$ cat src/rtl/shiftreg_pkg.sv
// Shared types and constants for the serial shift-register master family.
package shiftreg_pkg;

  localparam int unsigned DATA_W = 8;
  // Bit counter runs 0..DATA_W, so it needs one bit more than a bit index.
  localparam int unsigned CNT_W  = $clog2(DATA_W) + 1;

  typedef logic [DATA_W-1:0] data_t;
  typedef logic [CNT_W-1:0]  bit_cnt_t;

  typedef enum logic [2:0] {
    IDLE,
    LOAD,
    PRIME,
    SETUP,
    SHIFT_LO,
    SHIFT_HI,
    DONE
  } state_t;

  function automatic logic last_bit(input bit_cnt_t cnt);
    return cnt == bit_cnt_t'(DATA_W - 1);
  endfunction

endpackage

$ cat src/rtl/shiftreg_master_if.sv
// Host handshake plus serial pins of the shift-register master.
interface shiftreg_master_if;
  import shiftreg_pkg::*;

  logic  start;
  data_t tx_data;
  logic  busy;
  logic  done;
  data_t rx_data;
  logic  sck;
  logic  ld;
  logic  mosi;
  logic  miso;

  modport master (
    input  start, tx_data, miso,
    output busy, done, rx_data, sck, ld, mosi
  );

  modport slave (
    output start, tx_data, miso,
    input  busy, done, rx_data, sck, ld, mosi
  );

endinterface

$ cat src/rtl/shiftreg_tick.sv
// Loadable phase timer: expire is high on the last cycle of each HALF_PERIOD-long phase.
module shiftreg_tick #(
  parameter int unsigned HALF_PERIOD = 2
) (
  input  logic clk,
  input  logic rst,
  input  logic restart,
  output logic expire
);

  localparam int unsigned CW = (HALF_PERIOD > 1) ? $clog2(HALF_PERIOD) : 1;
  localparam logic [CW-1:0] RELOAD = CW'(HALF_PERIOD - 1);

  logic [CW-1:0] cnt;

  always_ff @(posedge clk) begin
    if (rst) begin
      cnt <= '0;
    end else if (restart) begin
      cnt <= RELOAD;
    end else if (cnt != '0) begin
      cnt <= cnt - 1'b1;
    end
  end

  assign expire = (cnt == '0);

endmodule

$ cat src/rtl/shiftreg_master.sv
// Master for the 8-bit serial shift-register peripheral: load, then full-duplex
// MSB-first exchange over sck/mosi/miso, one transfer per accepted start.
module shiftreg_master
  import shiftreg_pkg::*;
#(
  parameter int unsigned HALF_PERIOD = 2
) (
  input logic               clk,
  input logic               rst,
  shiftreg_master_if.master bus
);

  state_t   state;
  bit_cnt_t bit_cnt;
  data_t    tx_sr;
  data_t    rx_sr;
  data_t    rx_q;
  logic     sck_q, ld_q, mosi_q, busy_q, done_q;
  logic     restart, expire;

  shiftreg_tick #(.HALF_PERIOD(HALF_PERIOD)) u_tick (
    .clk     (clk),
    .rst     (rst),
    .restart (restart),
    .expire  (expire)
  );

  // Timer reloads on acceptance and on every timed-phase boundary.
  always_comb begin
    restart = 1'b0;
    unique case (state)
      IDLE:                                  restart = bus.start;
      LOAD, PRIME, SETUP, SHIFT_LO, SHIFT_HI: restart = expire;
      default:                               restart = 1'b0;
    endcase
  end

  always_ff @(posedge clk) begin
    if (rst) begin
      state   <= IDLE;
      bit_cnt <= '0;
      tx_sr   <= '0;
      rx_sr   <= '0;
      rx_q    <= '0;
      sck_q   <= 1'b0;
      ld_q    <= 1'b0;
      mosi_q  <= 1'b0;
      busy_q  <= 1'b0;
      done_q  <= 1'b0;
    end else begin
      done_q <= 1'b0;
      unique case (state)
        IDLE: if (bus.start) begin
          tx_sr   <= bus.tx_data;
          bit_cnt <= '0;
          busy_q  <= 1'b1;
          ld_q    <= 1'b1;
          state   <= LOAD;
        end
        LOAD: if (expire) begin
          sck_q <= 1'b1;
          state <= PRIME;
        end
        PRIME: if (expire) begin
          ld_q  <= 1'b0;
          state <= SETUP;
        end
        SETUP: if (expire) begin
          sck_q  <= 1'b0;
          mosi_q <= tx_sr[DATA_W-1];
          tx_sr  <= tx_sr << 1;
          state  <= SHIFT_LO;
        end
        SHIFT_LO: if (expire) begin
          rx_sr <= {rx_sr[DATA_W-2:0], bus.miso};
          sck_q <= 1'b1;
          state <= SHIFT_HI;
        end
        SHIFT_HI: if (expire) begin
          sck_q   <= 1'b0;
          bit_cnt <= bit_cnt + 1'b1;
          if (last_bit(bit_cnt)) begin
            mosi_q <= 1'b0;
            rx_q   <= rx_sr;
            done_q <= 1'b1;
            state  <= DONE;
          end else begin
            mosi_q <= tx_sr[DATA_W-1];
            tx_sr  <= tx_sr << 1;
            state  <= SHIFT_LO;
          end
        end
        DONE: begin
          busy_q <= 1'b0;
          state  <= IDLE;
        end
        default: state <= IDLE;
      endcase
    end
  end

  assign bus.sck     = sck_q;
  assign bus.ld      = ld_q;
  assign bus.mosi    = mosi_q;
  assign bus.busy    = busy_q;
  assign bus.done    = done_q;
  assign bus.rx_data = rx_q;

endmodule

$ cat src/flat_wrapper.sv
// flat-port wrapper written by rule: the top's interface ports become plain ports
module shiftreg_master_flat import shiftreg_pkg::*;
#(
  parameter int unsigned HALF_PERIOD = 2
)
  (clk, rst, bus_start, bus_tx_data, bus_miso, bus_busy, bus_done, bus_rx_data, bus_sck, bus_ld, bus_mosi);
  shiftreg_master_if bus_i ();
  input logic clk;
  input logic rst;
  input wire logic [$bits(bus_i.start)-1:0] bus_start;
  input wire logic [$bits(bus_i.tx_data)-1:0] bus_tx_data;
  input wire logic [$bits(bus_i.miso)-1:0] bus_miso;
  output wire logic [$bits(bus_i.busy)-1:0] bus_busy;
  output wire logic [$bits(bus_i.done)-1:0] bus_done;
  output wire logic [$bits(bus_i.rx_data)-1:0] bus_rx_data;
  output wire logic [$bits(bus_i.sck)-1:0] bus_sck;
  output wire logic [$bits(bus_i.ld)-1:0] bus_ld;
  output wire logic [$bits(bus_i.mosi)-1:0] bus_mosi;
  assign bus_i.start = bus_start;
  assign bus_i.tx_data = bus_tx_data;
  assign bus_i.miso = bus_miso;
  assign bus_busy = bus_i.busy;
  assign bus_done = bus_i.done;
  assign bus_rx_data = bus_i.rx_data;
  assign bus_sck = bus_i.sck;
  assign bus_ld = bus_i.ld;
  assign bus_mosi = bus_i.mosi;
  shiftreg_master #(.HALF_PERIOD(HALF_PERIOD)) u_core (.clk(clk), .rst(rst), .bus(bus_i));
endmodule
$ cat config.mk
export PLATFORM = sky130hd
export DESIGN_NAME = shiftreg_master_flat
export DESIGN_NICKNAME = d
export VERILOG_FILES = /design/src/rtl/shiftreg_pkg.sv /design/src/rtl/shiftreg_master_if.sv /design/src/rtl/shiftreg_tick.sv /design/src/rtl/shiftreg_master.sv /design/src/flat_wrapper.sv
export SDC_FILE = /design/constraint.sdc
export NUM_CORES = 1
export LEC_CHECK = 0
export CAP_MARGIN = 20
export CORE_UTILIZATION = 47
export DETAILED_ROUTE_END_ITERATION = 6
export GPL_ROUTABILITY_DRIVEN = 0
export PLACE_DENSITY = 0.74
export SLEW_MARGIN = 30
export SYNTH_ARGS = -nofsm -noshare
export SYNTH_HDL_FRONTEND = slang
export SYNTH_SLANG_ARGS = --single-unit
$ cat constraint.sdc
create_clock -name clk -period 1.44 [get_ports clk]
set_input_delay 0.288 -clock clk [delete_from_list [all_inputs] [get_ports clk]]
set_output_delay 0.288 -clock clk [all_outputs]
set_load 0.01 [all_outputs]
==> out/metrics.yaml, run 1 <==
outcome: "finished, violations left"
violations: "negative setup slack"
fill_cells: 172
drc: 0
drt_iter0_drc: 184
max_cap_viol_count: 0
nNetsFinal: 255
cts_buffers: 5
fin_tns_setup_ps: -1708
ioPinCount: 25
synth_top_area_cell: "dfxtp_1"
grt_first_pass_wirelength_um: 7852
grt-ovfl-total: 0
ys_ff_latch: 37
max_freq_ghz: 0.6225
path_cells: "clkdlybuf4s50_1 > or3b_4 > a21o_1 > or3_1 > a21oi_2"
slew_viol_final: 0
crit_type: "primary input to flip-flop"
chipWidth_um: 60.74
die_area_um2: 3689
fin_util_pct: 84.25
grt_antenna_before_repair: 0
layout-drive-gt1-share_pct: 37.86
grt_usage_pct: 30.33
hold_path.class: "flip-flop to flip-flop"
syn_avg_cell_area_um2: 9.009
coreArea_um2: 3153
synth_edf_count: 0
arrival_ps: 1900
p_leak_uw: 0.001052
synth_area_um2: 1622
syn2layout_area_growth_pct: 63.81
setup_ws_ps: -166.3
critPathBufInv: 1
start_util_pct: 51.43
yosysSeqAreaShare_pct: 45.68
syn_nets: 193
root_buffer: "clkbuf_4"
cp_data_required_time_ps: 1730
critPathLaunchType: "primary input"
die_h_um: 60.74
clk-insertion-delay-late_ps: 360
synth.top_cell.area_share_pct: 45.68
num_antenna_cells: 0
vias_per_cell: 6.331
holdBufCountCts: 0
yosys-top-cells-area: "dfxtp_1 46%, mux2i_1 9.3%, a21oi_1 8.3%"
rsz0062_at_grt: "yes"
synthCells: 180
h-tree-depth: 2
grt_max_degree: 33
ir_worst_vdd_v: 0.001135
cpPeakStageDelay_ps: 480
crit_family: "simple AND/OR/NAND/NOR gates"
ant_nets: 0
row_count: 20
period_needed_ps: 1606
finalSetupViolations: 25
clk_pin_slew_worst_paths_ps: 120
ys_types: 41
numPortBuffers: 24
finalHoldViolations: 0
clockBufferDepth: 2
worstSetupEndpointType: "flip-flop"
drt_pass1_iterations: 5
num_vias: 1817
wl_per_cell_um: 20.95
post-route-period-util_pct: 111.6
wl_um: 6013
synth-async-reset-ratio_pct: 0
cts_tree: "built"
max_slew_margin_pct: 60.66
slowest_stage: "clkdlybuf4s50_1"
clock_skew_ps: 11.33
power_density_nw_per_um2: 1502
yosys_warnings: 0
ys.flop_type: "dfxtp_1"
dp_hpwl_um: 2564
cts_sinks: 37
tightestPinTransition_ps: 588.7
critical_path.max_fanout: 3
synth_most_common_cell: "dfxtp_1"
grt_pass1_vias: 1628
ys_top_cells_by_count: "37 x dfxtp_1, 27 x a21oi_1, 21 x nand2_1, 15 x mux2i_1, 14 x nor2_1"
-- power by group --
part	internal, uW	switching [uW]
Sequential	1170	174
Combinational	952	916
Clock	412	366
-- metal layers --
metal  up-vias  wire [um]  track usage (%)
met5         -          0                0
met4         0        391            12.66
met3        50        458            8.102
met2       132       2921            55.42
met1       855       2242            32.98
li1        780          -                -
-- worst min-delay path, delay by kind of cell, from the launching register on --
family	cells	cell delay, ps
AO/OA/AOI/OAI	1	50
flip-flops	1	340
AND/OR/NAND/NOR	1	60
-- registers in the layout (all words and copies together) (netlist names) --
name	count
u_core.u_tick.cnt	1
u_core.bus.sck	1
u_core.tx_sr	8
u_core.state	3
u_core.bus.mosi	1
u_core.bus.busy	1
u_core.bus.done	1
u_core.rx_sr	8
u_core.bus.ld	1
u_core.bit_cnt	4
u_core.bus.rx_data	8
-- per-stage QoR --
| stage | area (um^2) | cells | setup slack [ps] | total power, uW | hold WS [ps] |
|---|---|---|---|---|---|
| CTS | 2466 | 280 | -109.0 | 3524 | 468.0 |
| global placement | 2090 | 262 | -402.5 | 2191 | 444.2 |
| global route | 2656 | 287 | -191.4 | 4120 | 508.2 |
| detailed placement | 2090 | 262 | -492.7 | 2234 | 450.1 |
| finish | 2656 | 287 | -166.3 | 3989 | 483.6 |
| floorplan | 1632 | 180 | -87.97 | 1868 | 424.0 |
-- what timing repair did --
action	4_1_cts	5_1_grt
setup endpoints to repair	42	31
gates cloned	2	0
gates resized for setup	52	31
setup buffers	8	7
pin swaps	15	17
-- worst paths after layout --
path / from / end / slack, ps / depth (start not counted)
min: u_core.rx_sr[5] / u_core.rx_sr[6] / 480 / 2
max: bus_start / u_core.bit_cnt[1] / -170 / 5
max reg2reg: u_core.state[0] / u_core.bit_cnt[1] / -170 / 4
min reg2reg: u_core.rx_sr[5] / u_core.rx_sr[6] / 480 / 2
-- placed cells by master (no fill, tap or decap), types with 8 or more instances in the layout --
cell and n:
dfxtp_1 30, buf_4 28, nand2_1 21, a21oi_1 16
nor2_1 14, mux2i_1 13, dlygate4sd2_1 13, clkdlybuf4s50_1 11
buf_6 8
-- final cells by class --
cell class                      instances  area (um^2)  area share [%]
Multi-Input combinational cell        129         1105           41.59
Sequential cell                        37        757.0           28.50
Timing Repair Buffer                   65        631.9           23.79
Tap cell                               44        55.05           2.073
Clock buffer                            6        51.30           1.931
Clock inverter                          2        37.54           1.413
Inverter                                4        18.77          0.7065
-- logic make-up after synthesis --
family | after synthesis | synth area share [%]
xor+xnor | 3 | 1.621
mux | 16 | 9.953
compound gates | 51 | 20.06
simple gates | 57 | 17.52
fa+ha+maj | 1 | 0.7715
buf+inv | 15 | 4.398
flops | 37 | 45.68
Power figures use the tool's default switching activity.
==> run 2: changes to the inputs <==
CORE_UTILIZATION = 55   (was 47)
PLACE_DENSITY = 0.81   (was 0.74)
clock period = 2 ns   (was 1.44 ns; I/O delays follow)
==> run 2 against run 1 <==
Effect of this change: the flow now finishes without violations; utilization shrank 11 points; sequential share of layout area rose by 8.0 points; critical path depth increased by 1; combinational power is 69% lower; final area down 23%; setup slack gained 410 ps; total power shrank 46%; die area decreased by 14%; clock skew is 3.3 ps higher; cell count fell by 16%; hold slack got worse by 8.6 ps.
==> out/metrics.yaml, run 2 (synthesized netlist as in run 1, its figures left out) <==
chipWidth_um: 56.30  # -7.3%
busiest_layer: "met2"
num_antenna_cells: 0  # unchanged
clk-insertion-delay-late_ps: 350  # about the same
vias_per_cell: 5.967  # -5.8%
critical_path.max_fanout: 13  # +10
layout_common_cells: "36 x dfxtp_1, 27 x a21oi_1, 24 x clkdlybuf4s50_1"
start_util_pct: 58.30  # +6.9 points
dp_hpwl_um: 2387  # -6.9%
die_h_um: 56.30  # -7.3%
grt_first_pass_wirelength_um: 6009  # -23%
coreArea_um2: 2781  # -12%
nNetsFinal: 221  # -13%
final_common_cell: "dfxtp_1"
p_leak_uw: 0.0007599  # -28%
syn2layout_area_growth_pct: 25.54
post-route-period-util_pct: 87.74
arrival_ps: 2000  # +100 ps
tightestPinTransition_ps: 640.6  # +51.93 ps
max_slew_margin_pct: 57.19  # -3.5 points
setup_ws_ps: 245.3  # +411.6 ps
ir_worst_vdd_v: 0.0008222  # -28%
grt_antenna_before_repair: 0  # unchanged
design_power_total_uw: 2156  # -46%
numPortBuffers: 24  # unchanged
power_density_nw_per_um2: 1059  # -29%
pre_cts_ws_ps: -74.09  # +418.6 ps
layout-drive-gt1-share_pct: 11.00  # -27 points
drt_iter0_drc: 60  # -67%
max_freq_ghz: 0.5699
drc: 0  # unchanged
rsz0062_at_grt: "no"
cts_buffers: 5  # unchanged
root_buffer: "clkbuf_4"
cts_tree: "built"
row_count: 19  # -5.0%
grt_usage_pct: 24.12  # -6.2 points
wl_um: 3532  # -41%
critPathLaunchType: "flip-flop"
clk_pin_slew_worst_paths_ps: 110  # about the same
hold_path.class: "flip-flop to flip-flop"
crit_type: "flip-flop to flip-flop"
drt_pass1_iterations: 4  # -1
finalSetupViolations: 0  # -100%
die_area_um2: 3170  # -14%
grtUsageMet1_pct: 29.87  # -3.1 points
h-tree-depth: 2  # unchanged
cts_sinks: 37  # unchanged
slew_viol_final: 0  # unchanged
outcome: "finished clean"
postCtsSetupBuffers: 0  # -8
clock_skew_ps: 14.63  # +3.306 ps
num_vias: 1432  # -21%
finalHoldViolations: 0  # unchanged
slowest_stage: "dfxtp_1"
cpPeakStageDelay_ps: 630  # +150 ps
ioPinCount: 25  # unchanged
max_cap_viol_count: 0  # unchanged
use_met2_pct: 40.14  # -15 points
critPathBufInv: 2  # +1
timing.critical_path.mode_cell: "buf_4"
clockBufferDepth: 2  # unchanged
fin_hold_ws_ps: 475.1  # -8.553 ps
grt-ovfl-total: 0  # unchanged
ant_nets: 0  # unchanged
fill_cells: 219  # +27%
worstSetupEndpointType: "flip-flop"
period_needed_ps: 1755
wl_per_cell_um: 14.72  # -30%
path_cells: "nand4bb_1 > buf_4 > nor2_2 > buf_4 > mux2i_1 > nor2_1"
global_route.usage.met3_pct: 5.300  # -2.8 points
cp_data_required_time_ps: 2240  # +510 ps
grt_max_degree: 37  # +12%
grt_pass1_vias: 1372  # -16%
crit_family: "flip-flops"
==> run 2: changes by cell type in the layout (fill, tap and decap cells not counted), sizes merged <==
cell	change
bufinv	+1
buf	-33
clkinvlp	-2
clkinv	+1
clkbuf	-1
dlygate4sd2	-13
inv	+1
o311ai	-1
clkdlybuf4s50	+13
==> run 2: metal layers <==
layer | routed length [um] | vias up | part of all wire, %
met5 | 0 | - | 0
met4 | 63 | 0 | 1.8
met1 | 1568 | 674 | 44
met3 | 161 | 9 | 4.6
met2 | 1738 | 45 | 49
li1 | - | 704 | -
==> run 2: final timing paths <==
kind	start	end	slack [ps]	cells past startpoint
worst min-delay path	u_core.rx_sr[7]	u_core.rx_sr[7]	480	2
worst min register to register	u_core.rx_sr[7]	u_core.rx_sr[7]	480	2
worst max register to register	u_core.state[0]	u_core.bus.rx_data[2]	250	6
worst max-delay path	u_core.state[0]	u_core.bus.rx_data[2]	250	6
==> run 2: final cells by class <==
cell class	instances	area [um^2]	area share (%)
Multi-Input combinational cell	128	820.8	40.32
Sequential cell	37	742.0	36.45
Timing Repair Buffer	32	312.8	15.37
Clock inverter	3	68.82	3.380
Tap cell	31	38.79	1.905
Clock buffer	5	37.54	1.844
Inverter	4	15.01	0.7376
==> run 2: metrics by stage <==
step                      cells  TNS (ps)  area, um^2  utilization [%]
final                       240         0        2036            73.19
after global routing        240         0        2036            73.19
after CTS                   240         0        2033            73.10
after detailed placement    232    -205.5        1917            68.92
after global placement      232    -4.365        1917            68.92
after floorplan             180         0        1622                -
==> run 2: power breakdown <==
part	internal (uW)	total, uW	leakage [uW]	switching, uW
registers	833	928	0.000302	95.7
clock network	393	655	0.0000558	262
logic	270	572	0.000402	302
==> run 2: repair_timing <==
item / CTS / global route
hold buffers: 0 / 0
gates resized for setup: 1 / 2
endpoints found under the setup margin: 3 / 8
==> run 2: worst register-to-register path, stage by stage, from the launching register on <==
cell and delay (ps):
dfxtp_1 630, nand4bb_1 250, buf_4 210, nor2_2 70, buf_4 200, mux2i_1 230, nor2_1 70
==> run 3: changes to the inputs <==
SYNTH_HIERARCHICAL = 1   (was not set)
==> run 3 against run 2 <==
Effect of this change: the flow now finishes with violations (design-rule violations); combinational power increased by 39%; utilization decreased by 2.2 points; clock power decreased by 36%; highest routed layer unchanged; flip-flop and latch count unchanged; via count decreased by 3.9%; synthesized cell count unchanged; total power increased by 0.78%.
==> out/metrics.yaml, run 3 <==
h-tree-depth: 2  # unchanged
num_antenna_cells: 0  # unchanged
fill_cells: 231  # +5.5%
power_frac_clock_pct: 19.1  # -11 points
violations: "design-rule violations"
ys_top_cells_by_count: "37 x dfxtp_1, 25 x a21oi_1, 21 x nand2_1, 17 x mux2i_1, 17 x nor2_1"
design_power_total_uw: 2173  # +0.78%
postCtsSetupBuffers: 0  # unchanged
wl_um: 3398  # -3.8%
syn2layout_area_growth_pct: 19.58
synth_area_um2: 1680  # +3.6%
cp_data_required_time_ps: 2270  # +30 ps
pre_cts_ws_ps: 20.47  # +94.56 ps
ys.flop_type: "dfxtp_1"
chipWidth_um: 57.28  # +1.7%
fin_cells: 239  # -0.42%
ir_worst_vdd_v: 0.0006748  # -18%
holdBufCountCts: 0  # unchanged
wl_per_cell_um: 14.22  # -3.4%
grt_antenna_before_repair: 0  # unchanged
vias_per_cell: 5.757  # -3.5%
ctsResizeCount: 0  # -1
synth_top_area_cell: "dfxtp_1"
cts_buffers: 5  # unchanged
row_count: 19  # unchanged
start_util_pct: 59.40  # +1.1 points
hold_path.class: "flip-flop to flip-flop"
max_cap_viol_count: 0  # unchanged
layout_common_cells: "37 x dfxtp_1, 25 x a21oi_1, 24 x clkdlybuf4s50_1"
rsz0062_at_grt: "no"
yosys_warnings: 6  # +6
max_freq_ghz: 0.5582  # -2.1%
grt_usage_pct: 23.33  # -0.79 points
setup_ws_ps: 208.5  # -36.82 ps
numPortBuffers: 24  # unchanged
yosys-top-cells-area: "dfxtp_1 44%, mux2i_1 10%, a21oi_1 7.4%"
yosysSeqAreaShare_pct: 44.08  # -1.6 points
fin_tns_setup_ps: 0  # unchanged
tightestPinTransition_ps: 513.7  # -126.9 ps
finalHoldViolations: 0  # unchanged
ys_ff_latch: 37  # unchanged
synth_most_common_cell: "dfxtp_1"
nNetsFinal: 220  # -0.45%
slew_viol_final: 0  # unchanged
die_h_um: 57.28  # +1.7%
critical_path.max_fanout: 13  # unchanged
synth-async-reset-ratio_pct: 0  # unchanged
coreArea_um2: 2829  # +1.7%
crit_type: "flip-flop to flip-flop"
layout-drive-gt1-share_pct: 13.94  # +2.9 points
clockBufferDepth: 2  # unchanged
power.internal_uw: 1406  # -6.0%
synth.top_cell.area_share_pct: 44.08  # -1.6 points
drc: 2  # +2
synth.area.mux_share_pct: 10.13  # +0.17 points
cts_sinks: 37  # unchanged
outcome: "finished, violations left"
syn_nets: 193  # unchanged
synthAdderAreaFrac_pct: 0.7446  # -0.027 points
worstSetupEndpointType: "flip-flop"
synth_edf_count: 0  # unchanged
multi_input_area_um2: 845.8  # +3.0%
synthXorXnorAreaFrac_pct: 1.042  # -0.58 points
switching_share_pct: 35.28  # +4.7 points
arrival_ps: 2060  # +60 ps
ioPinCount: 25  # unchanged
grt_first_pass_wirelength_um: 5837  # -2.9%
ys_types: 35  # -15%
max_slew_margin_pct: 65.62  # +8.4 points
drt_pass1_iterations: 6  # +2
fin_hold_ws_ps: 476.7  # +1.593 ps
clk_pin_slew_worst_paths_ps: 120  # about the same
clock_skew_ps: 16.88  # +2.244 ps
synth-simple-area-share_pct: 21.74  # +4.2 points
dp_hpwl_um: 2538  # +6.3%
period_needed_ps: 1792  # +36.82 ps
pwr-share-comb_pct: 36.6  # +10 points
synthCells: 180  # unchanged
grt_pass1_vias: 1374  # +0.15%
final_common_cell: "dfxtp_1"
power_density_nw_per_um2: 1081  # +2.1%
p_leak_uw: 0.0008488  # +12%
ant_nets: 0  # unchanged
drt_iter0_drc: 47  # -22%
root_buffer: "clkbuf_4"
clk-insertion-delay-late_ps: 340  # about the same
cts_tree: "built"
synth_compound_area_share_pct: 16.68  # -3.4 points
num_vias: 1376  # -3.9%
total_switching_power_uw: 766.5  # +16%
synth_top_family_by_area: "simple AND/OR/NAND/NOR gates"
regArea_um2: 740.7  # -0.17%
finalSetupViolations: 0  # unchanged
die_area_um2: 3280  # +3.5%
grt_max_degree: 21  # -43%
post-route-period-util_pct: 89.58  # +1.8 points
critPathLaunchType: "flip-flop"
syn_avg_cell_area_um2: 9.335  # +3.6%
grt-ovfl-total: 0  # unchanged
dp.cells: 231  # -0.43%
p_seq_share_pct: 44.3  # +1.2 points
==> run 3: cell types whose count changed after synthesis, sizes merged, moves of 3 or more <==
| cell | delta |
|---|---|
| a211oi | +6 |
| o21ai | -5 |
| or3 | -3 |
| a311oi | -6 |
| nor2b | +3 |
| nand3 | +6 |
==> run 3: final timing paths <==
path,startpoint,end,slack (ps),cells after the start
min,u_core/rx_sr[7],u_core/rx_sr[7],480,2
max reg2reg,u_core/state[2],u_core/tx_sr[1],210,5
max,u_core/state[2],u_core/tx_sr[1],210,5
min reg2reg,u_core/rx_sr[7],u_core/rx_sr[7],480,2
==> run 3: final cells by class <==
cell class | count | area share, %
inverter | 5 | 0.9340
tap | 31 | 1.930
clock buffer | 6 | 2.553
clock inverter | 2 | 0.6849
timing repair buffer | 32 | 14.94
sequential | 37 | 36.86
multi-input combinational | 126 | 42.09
==> run 3: metal layers <==
| layer | up-vias | GRT usage, % | part of all wire (%) |
|---|---|---|---|
| met1 | 649 | 27.13 | 42 |
| met4 | 0 | 10.45 | 1.6 |
| met5 | - | 0 | 0 |
| met3 | 7 | 5.442 | 4.0 |
| met2 | 30 | 40.84 | 52 |
| li1 | 690 | - | - |
==> run 3: critical path, cell delays in order, from the launching register on <==
cell and delay (ps):
dfxtp_1 630, nor2b_1 270, buf_4 180, nand3_2 180, and2_4 260, a211oi_2 190
==> run 3: metrics by stage <==
stage          instance area [um^2]  utilization [%]
2_1_floorplan                  1680                -
3_3_place_gp                   1944            68.73
3_5_place_dp                   1944            68.73
4_1_cts                        2009            71.03
5_1_grt                        2009            71.03
6_report                       2009            71.03
==> run 3: logic make-up (layout without fill, tap and decap cells) <==
| logic type | count (synthesis) | in the layout |
|---|---|---|
| xor gates and xnor gates | 2 | 2 |
| buffers and inverters | 17 | 45 |
| and+or+nand+nor | 66 | 66 |
| DFF | 37 | 37 |
| adders and majority gates | 1 | 1 |
| muxes | 17 | 17 |
| AOI/OAI and AO/OA | 40 | 40 |
==> run 3: power by group through the flow <==
stage          sequential, uW  clock [uW]  combinational, uW
2_1_floorplan             935           0                686
3_3_place_gp              972           0                754
3_5_place_dp              979           0                790
4_1_cts                   963         429                794
5_1_grt                   984         457                867
6_report                  962         416                795
